[src/rtl/blwl_prog_ctrl.sv]
// BL/WL configuration-array programming sequencer: one row word per handshake, one word-line pulse per row.
// Optional read-back verify stage is enabled by defining BLWL_PROG_VERIFY_EN.
module blwl_prog_ctrl #(
  parameter int unsigned NUM_BL          = 8,
  parameter int unsigned NUM_WL          = 4,
  parameter int unsigned WL_PULSE_CYCLES = 2,
  localparam int unsigned RW  = (NUM_WL > 1) ? $clog2(NUM_WL) : 1,
  localparam int unsigned PCW = ($clog2(WL_PULSE_CYCLES + 1) > 1) ? $clog2(WL_PULSE_CYCLES + 1) : 1
) (
  input  logic              prog_clk,
  input  logic              pReset,
  input  logic              start,
  input  logic [NUM_BL-1:0] din,
  input  logic              din_valid,
  output logic              din_ready,
  output logic [NUM_BL-1:0] bl,
  output logic [NUM_WL-1:0] wl,
  output logic              busy,
  output logic              done
`ifdef BLWL_PROG_VERIFY_EN
  ,
  input  logic [NUM_BL-1:0] rdata,
  output logic              err,
  output logic [RW-1:0]     err_row
`endif
);

  typedef enum logic [2:0] {
    S_IDLE   = 3'd0,
    S_LOAD   = 3'd1,
    S_SETUP  = 3'd2,
    S_PULSE  = 3'd3,
    S_HOLD   = 3'd4,
    S_VERIFY = 3'd5
  } state_e;

  state_e            state_q, state_d;
  logic [RW-1:0]     row_q, row_d;
  logic [PCW-1:0]    pcnt_q, pcnt_d;
  logic [NUM_BL-1:0] bl_q, bl_d;
  logic              done_q, done_d;
`ifdef BLWL_PROG_VERIFY_EN
  logic [NUM_BL-1:0] word_q, word_d;
  logic              err_q, err_d;
  logic [RW-1:0]     err_row_q, err_row_d;
`endif

  // State and datapath registers
  always_ff @(posedge prog_clk) begin
    if (pReset) begin
      state_q <= S_IDLE;
      row_q   <= '0;
      pcnt_q  <= '0;
      bl_q    <= '0;
      done_q  <= 1'b0;
`ifdef BLWL_PROG_VERIFY_EN
      word_q    <= '0;
      err_q     <= 1'b0;
      err_row_q <= '0;
`endif
    end else begin
      state_q <= state_d;
      row_q   <= row_d;
      pcnt_q  <= pcnt_d;
      bl_q    <= bl_d;
      done_q  <= done_d;
`ifdef BLWL_PROG_VERIFY_EN
      word_q    <= word_d;
      err_q     <= err_d;
      err_row_q <= err_row_d;
`endif
    end
  end

  // Next-state logic; a row ends in HOLD (or VERIFY) with the same exit rules
  always_comb begin
    state_d = state_q;
    row_d   = row_q;
    pcnt_d  = pcnt_q;
    bl_d    = bl_q;
    done_d  = done_q;
`ifdef BLWL_PROG_VERIFY_EN
    word_d    = word_q;
    err_d     = err_q;
    err_row_d = err_row_q;
`endif
    case (state_q)
      S_IDLE: begin
        if (start) begin
          row_d   = '0;
          done_d  = 1'b0;
          state_d = S_LOAD;
`ifdef BLWL_PROG_VERIFY_EN
          err_d = 1'b0;
`endif
        end
      end
      S_LOAD: begin
        if (din_valid) begin
          bl_d    = din;
          state_d = S_SETUP;
`ifdef BLWL_PROG_VERIFY_EN
          word_d = din;
`endif
        end
      end
      S_SETUP: begin
        pcnt_d  = '0;
        state_d = S_PULSE;
      end
      S_PULSE: begin
        pcnt_d = pcnt_q + PCW'(1);
        if (pcnt_q == PCW'(WL_PULSE_CYCLES - 1)) state_d = S_HOLD;
      end
`ifdef BLWL_PROG_VERIFY_EN
      S_HOLD: begin
        bl_d    = '0;
        state_d = S_VERIFY;
      end
      S_VERIFY: begin
        if (rdata != word_q) begin
          err_d = 1'b1;
          if (!err_q) err_row_d = row_q;
        end
        if (row_q == RW'(NUM_WL - 1)) begin
          done_d  = 1'b1;
          state_d = S_IDLE;
        end else begin
          row_d   = row_q + RW'(1);
          state_d = S_LOAD;
        end
      end
`else
      S_HOLD: begin
        if (row_q == RW'(NUM_WL - 1)) begin
          done_d  = 1'b1;
          state_d = S_IDLE;
        end else begin
          row_d   = row_q + RW'(1);
          state_d = S_LOAD;
        end
      end
`endif
      default: state_d = S_IDLE;
    endcase
  end

  // Outputs decode only registered state
  assign busy      = (state_q != S_IDLE);
  assign din_ready = (state_q == S_LOAD);
  assign bl        = bl_q;
  assign done      = done_q;
`ifdef BLWL_PROG_VERIFY_EN
  assign wl      = ((state_q == S_PULSE) || (state_q == S_VERIFY)) ? (NUM_WL'(1) << row_q) : '0;
  assign err     = err_q;
  assign err_row = err_row_q;
`else
  assign wl = (state_q == S_PULSE) ? (NUM_WL'(1) << row_q) : '0;
`endif

endmodule

[config.mk]
export PLATFORM = sky130hd
export DESIGN_NAME = blwl_prog_ctrl
export DESIGN_NICKNAME = d
export VERILOG_FILES = /design/src/rtl/blwl_prog_ctrl.sv
export SDC_FILE = /design/constraint.sdc
export NUM_CORES = 1
export LEC_CHECK = 0
export ABC_AREA = 1
export BUFFER_PORTS_ARGS = -buffer_cell sky130_fd_sc_hd__buf_2
export CAP_MARGIN = 20
export CORE_UTILIZATION = 43
export DETAILED_ROUTE_END_ITERATION = 10
export GPL_TIMING_DRIVEN = 1
export PLACE_DENSITY = 0.81
export SLEW_MARGIN = 20
export SYNTH_ARGS = -nofsm -noshare
export SYNTH_HDL_FRONTEND = slang
export SYNTH_SLANG_ARGS = --single-unit
[constraint.sdc]
create_clock -name prog_clk -period 0.94 [get_ports prog_clk]
set_input_delay 0.141 -clock prog_clk [delete_from_list [all_inputs] [get_ports prog_clk]]
set_output_delay 0.141 -clock prog_clk [all_outputs]
set_load 0.03 [all_outputs]
Word-level counts from Yosys, hierarchy flattened --
Cells that the tools add are included.
Word-level totals: register bits 16, input port bits 12, output and inout port bits 15, logic and storage cells 40
Operators by class: $add $sub $neg 2, equality and inequality tests 11, shift-type cells 1, muxes and demuxes 13, reductions and logical operators 8
Operators with widths (number):
- case mux 3 bit (5 select lines) | 1
- inequality test 2 bit (second input constant) | 5
- two-way mux 3 bit | 3
- AND reduction 3 bit | 3
- case mux 2 bit (2 select lines) | 2
- == test 3 x 2 -> 1 bit (second input constant) | 2
- adder 2 x 1 -> 2 bit (second input constant) | 2
- two-way mux 2 bit | 2
- two-way mux 4 bit | 1
- nonzero test 2 bit | 2
- left shift 1 x 2 -> 4 bit (first input constant) | 1
- == test 3 x 1 -> 1 bit (second input constant) | 1
- == test 3 bit (second input constant) | 1
- zero test 3 bit | 1
- two-way mux 1 bit | 3
- nonzero test 3 bit | 1
- == test 2 x 1 -> 1 bit (second input constant) | 1
- == test 2 bit (second input constant) | 1
- case mux 1 bit (2 select lines) | 1
- AND reduction 2 bit | 1

Depth between registers and ports, before layout --
Gate-level depths: netlist (run 1).
depth in word-level cells 3, depth in mapped cells 7, mapped depth without buffers 7

Worst setup path before layout (run 1) --
Ideal clock, no wire load.
path kind reg2out, start reg state_q[1], end out wl[0], arrival 1098 ps, required time 799 ps, slack -299 ps, stages on the path, launching flop included 5, buffers on the path 0, cell sequence dfxtp_1 -> nand2_1 -> nor2_2 -> inv_2 -> nor2_1
Between the ends: cells in the longest elaborated chain, start to end 2
RTL lines:
- from (decl) | line 37 | state_e state_q, state_d;
- from (signal assigned) | line 62 | state_q <= state_d;
- == test 3 x 2 -> 1 bit | line 158 | assign wl = (state_q == S_PULSE) ? (NUM_WL'(1) << row_q) : '0;
- two-way mux 4 bit | line 158
- to (decl) | line 17 | output logic [NUM_WL-1:0] wl,
No other way between the ends.

Final worst setup path (run 1) --
start reg state_q[1], end out din_ready
Between the ends: cells in the longest elaborated chain, start to end 1
RTL lines:
- == test 3 x 1 -> 1 bit | line 150 | assign din_ready = (state_q == S_LOAD);
- to (decl) | line 15 | output logic din_ready,
No other way between the ends.

==> results of run 1 <==
[layer usage]
layer  up-vias  share of wire (%)  GRT usage [%]
met5         -                  0              0
met4         0                3.1           11.5
met3         8                4.8           6.00
met2        30                 54           40.9
met1       390                 38           20.7
li1        434                  -              -
[timing repair]
item | 4_1_cts | 5_1_grt
buffers inserted | 4 | 3
hold buffers | 0 | 0
setup endpoints to repair | 31 | 30
resized for setup | 61 | 32
pin swaps | 18 | 11
gates cloned | 1 | 0
[cell usage in the layout (no fill, tap or decap), drive strengths merged, types with 2 or more instances in the layout]
cell and n:
ha 5, buf 40, clkbuf 3, a21oi 3
o21ai 9, nor3 2, nand3 8, dfxtp 16
nor2 34, inv 15, nand2 11
[stage by stage]
| stage | setup slack [ps] | util (%) |
|---|---|---|
| 6_report | -380 | 82.4 |
| 2_1_floorplan | -269 | - |
| 3_3_place_gp | -172 | 59.9 |
| 4_1_cts | -366 | 75.6 |
| 3_5_place_dp | -207 | 59.9 |
| 5_1_grt | -431 | 82.4 |
[where the power goes]
part,total [W],internal [W],leakage [nW],switching (W)
clock network,0.000361,0.000149,0.0138,0.000212
registers,0.000897,0.000787,0.138,0.000110
logic,0.00127,0.000569,0.480,0.000698
total,0.00252,0.00150,0.631,0.00102
[worst paths after layout]
check                    end  slack, ps  depth (start not counted)
setup reg to reg       bl[0]       -290                          6
setup / recovery   din_ready       -380                          3
hold / removal    state_q[2]         60                          2
hold reg to reg        bl[2]        490                          2
[flip-flops by register name (all words and copies together), names as in the netlist]
signal   flops
pcnt_q       2
done         1
state_q      3
bl           8
row_q        2
[worst max-delay path, cell delays in order, from the launching register on]
cell	delay, ps
dfxtp_4	380
buf_6	130
nor3_4	220
buf_6	170
[cells by family (layout without fill, tap and decap cells)]
family                     after synthesis  in the layout  synth area share (%)
DFF                                     16             16                  39.8
adders and majority gates                5              5                  7.76
and+or+nand+nor                         56             57                  34.5
buffers and inverters                   17             59                  8.70
AOI/OAI and AO/OA                       14             14                  9.32
[cell type report]
cell class,count,area [sq um],share of cell area (%)
Multi-Input combinational cell,76,606,42.1
Timing Repair Buffer,40,352,24.4
Sequential cell,16,350,24.3
Inverter,16,77.6,5.39
Tap cell,25,31.3,2.17
Clock buffer,3,22.5,1.57
==> impl_metrics.yaml, run 1 <==
global_routing:
  grt_pass1_vias: 765
  grt-ovfl-total: 0
  grt_max_degree: 14
  grt_pass1_wl_um: 3110
  antenna_found_initial: 0
  grt_usage_pct: 21.6
timing:
  finalCriticalPeriod_ps: 1320
  final_max_slew_viol_count: 0
  fin_crit_sh_pct: 140
  fin_ws_ps: -380
  max_slew_margin_pct: 65.3
  clock-skew-final_ps: 1.30
  worst_pin_slew_ps: 520
  holdWs_ps: 59.4
  hold_viol: 0
  fin_tns_setup_ps: -5970
  max_freq_mhz: 758
  setup_viol: 22
  rsz0062_at_grt: "true"
outcome:
  status: "finished, violations left"
  violations: "setup timing"
die:
  num_rows: 15
  start_util_pct: 46.2
  die_x_um: 45.3
  core_area_sq_um: 1750
  die_area_sq_um: 2050
  boundaryPins: 27
  die_h_um: 45.3
drt:
  drt_wl_total_um: 2240
  wl_per_cell_um: 12.7
  routed_via_density: 4.90
  vias: 862
  drt_iter0_markers: 13
  drc: 0
  drt_pass1_iterations: 4
  ant_nets: 0
synthesis:
  synthFlopType: "dfxtp_1"
  post-synth-top-count-cell: "nor2_1"
  ys.warnings.count: 0
  synth_top_area_cell: "dfxtp_1"
  avgSynthCellArea_sq_um: 7.46
  synthArstFlopShare_pct: 0
  synth_edf_count: 0
  yosys.cell_types.count: 20
  yosysSeqAreaShare_pct: 39.8
  netlist_area_sq_um: 806
  ys_top_cells_by_area: "dfxtp_1, nor2_1, ha_1"
  synthCells: 108
  synth_nets: 125
  synth_seq_cells: 16
  synth_top_area_share_pct: 39.8
  netlist_top_cells_count: "nor2_1, dfxtp_1, inv_1"
critical_path:
  critPathLaunch: "state_q[1]"
  cp_max_fo: 4
  path_class: "flop to output port"
  critPathCaptureType: "output port"
  crit_arrival_ps: 1180
  worstPathRequired_ps: 800
  cp-start-kind: "flop"
  r2r_start: "state_q[1]"
pwr:
  p_leak_nw: 0.631
  p_per_area_nw_per_um2: 1750
  fin_total_pwr_w: 0.00252
  ir_drop_mv: 1.24
cts:
  cts_tree: "built"
  clkSlewWorstSetupHoldPaths_ps: 90
  numCtsBuffers: 3
  cts.sinks: 16
  htreeDepth: 1
  ctsLongestPathBuffers: 2
  insertion_delay_ps: 280
  cts_root_buf: "clkbuf_4"
hold_path:
  min_from: "pReset"
  hold_path.class: "input pin to flop"
placed_design:
  routabilityCongestion: 0.777
  io_buffers: 26
  placed_area_sq_um: 1050
  dp_hpwl_um: 1310
  place_inst: 165
cells_and_area:
  finalNonFillerCells: 176
  fill_cells: 114
  drive_gt1_share_pct: 68.9
  fin_area_sq_um: 1440
  syn_to_final_growth_pct: 78.6
  nets: 170
  diodes: 0
flow_run:
  maxCapViolations: 0
No activity file was read; power rests on OpenSTA's default activity.
==> inputs of run 2 (changes only) <==
--- a/config.mk
+++ b/config.mk
@@ -11,7 +11,7 @@
 export CORE_UTILIZATION = 43
 export DETAILED_ROUTE_END_ITERATION = 10
 export GPL_TIMING_DRIVEN = 1
-export PLACE_DENSITY = 0.81
+export PLACE_DENSITY = 0.69
 export SLEW_MARGIN = 20
 export SYNTH_ARGS = -nofsm -noshare
 export SYNTH_HDL_FRONTEND = slang
==> impl_metrics.yaml, run 2 (synthesis gave the netlist of run 1 again) <==
outcome:
  status: "finished, violations left"
  violations: "setup timing"
cells_and_area:
  layout_commonest_cell: "nor2_1"
  fin_area_sq_um: 1360
  final_cell_mix: "nor2_1, buf_6, dfxtp_2"
  fill_cells: 111
  diodes: 0
  finish.utilization_pct: 78.1
  nets: 165
  syn_to_final_growth_pct: 69.1
  largest_register_ffs: 8
  drive_gt1_share_pct: 63.3
placed_design:
  placed_area_sq_um: 1040
  routabilityCongestion: 0.794
  dp_hpwl_um: 1240
  io_buffers: 26
critical_path:
  worstPathRequired_ps: 800
  path_class: "flop to output port"
  critPathCaptureType: "output port"
  cp_max_fo: 4
  r2r_cells: 6
  r2r_setup_slack_ps: -330
  r2r_start: "state_q[1]"
  timing.rr.end: "bl[1]"
  crit_arrival_ps: 1200
  cp-start-kind: "flop"
timing:
  max_slew_margin_pct: 64.5
  clock-skew-final_ps: 10.5
  finalCriticalPeriod_ps: 1340
  setup_viol: 22
  hold_viol: 0
  max_freq_mhz: 748
  rsz0062_at_grt: "true"
  fin_ws_ps: -396
  worst_pin_slew_ps: 532
  final_max_slew_viol_count: 0
  fin_crit_sh_pct: 142
drt:
  drt_pass1_iterations: 4
  ant_nets: 0
  topRoutingLayerUsed: "met4"
  wl_met1_um: 829
  wl_per_cell_um: 12.0
  vias: 841
  routed_via_density: 4.89
  drt_wl_total_um: 2060
  wl_met2_um: 1150
  drc: 0
  dr_wl_met3_um: 68
  drt_iter0_markers: 6
hold_path:
  min_from: "pReset"
  min_to: "state_q[2]"
  whs_path_depth: 2
  hold_path.class: "input pin to flop"
global_routing:
  grt_pass1_vias: 773
  grt_usage_pct: 22.4
  antenna_found_initial: 0
  grt_max_degree: 14
  grt_pass1_wl_um: 3240
  grt-ovfl-total: 0
cts:
  cts_root_buf: "clkbuf_4"
  cts.sinks: 16
  htreeDepth: 1
  insertion_delay_ps: 290
  postCtsHoldBufs: 0
  clkSlewWorstSetupHoldPaths_ps: 100
  cts_tree: "built"
  ctsLongestPathBuffers: 2
  numCtsBuffers: 3
pwr:
  ir_drop_mv: 1.31
  p_per_area_nw_per_um2: 1830
  fin_total_pwr_w: 0.00250
  p_leak_nw: 0.600
die:
  die_h_um: 45.3
  boundaryPins: 27
  die_x_um: 45.3
  core_area_sq_um: 1750
  start_util_pct: 46.2
  num_rows: 15
  die_area_sq_um: 2050
flow_run:
  maxCapViolations: 0
[run 2: cell count changes in the layout (fill, tap and decap cells not counted), moves of 2 or more]
cell     change
buf_6        -3
dfxtp_2      +3
dfxtp_4      -3
nor2_1       +3
nor2_2       -3
buf_4        -2
nand2_4      -2
[run 2: worst max path at each step]
stage / end / startpoint
6_report: din_ready / state_q[1]
5_1_grt: wl[0] / state_q[1]
4_1_cts: wl[0] / state_q[0]
3_5_place_dp: bl[2] / state_q[1]
3_3_place_gp: bl[2] / state_q[1]
2_1_floorplan: bl[0] / state_q[0]
[run 2: worst max-delay path, cell delays in order, from the launching register on]
cell     delay (ps)
dfxtp_4         380
buf_4           150
nor3_4          200
buf_6           160
[run 2: routing by layer]
| metal | GRT usage, % | vias to the layer above |
|---|---|---|
| met2 | 41.2 | 24 |
| met3 | 6.00 | 2 |
| met1 | 25.5 | 395 |
| met5 | 0 | - |
| met4 | 5.45 | 0 |
| li1 | - | 420 |
[run 2: power by group]
part | switching, W | total [W] | leakage (nW) | internal [W]
Combinational | 0.000653 | 0.00115 | 0.442 | 0.000495
Sequential | 0.0000968 | 0.000883 | 0.137 | 0.000786
Clock | 0.000229 | 0.000465 | 0.0210 | 0.000236
Total | 0.000979 | 0.00250 | 0.600 | 0.00152
[run 2: repair_timing]
item | CTS | global route
setup endpoints to repair | 31 | 30
pin swaps | 13 | 8
gates resized for setup | 59 | 19
cloned | 1 | 0
buffers inserted | 3 | 1
[run 2: cell type report]
type / instances / area, sq um / area share, %
tap: 25 / 31.3 / 2.30
sequential: 16 / 343 / 25.2
clock buffer: 4 / 36.3 / 2.66
timing repair buffer: 35 / 303 / 22.2
inverter: 16 / 75.1 / 5.51
multi-input combinational: 76 / 574 / 42.1
[run 2: metrics by stage]
stage	TNS (ps)	cells	setup WS, ps	hold WS (ps)
floorplan	-3360	108	-269	211
global placement	-2850	164	-160	350
detailed placement	-3370	164	-186	354
CTS	-5340	172	-384	41.2
global route	-6880	172	-436	38.3
finish	-5660	172	-396	40.8
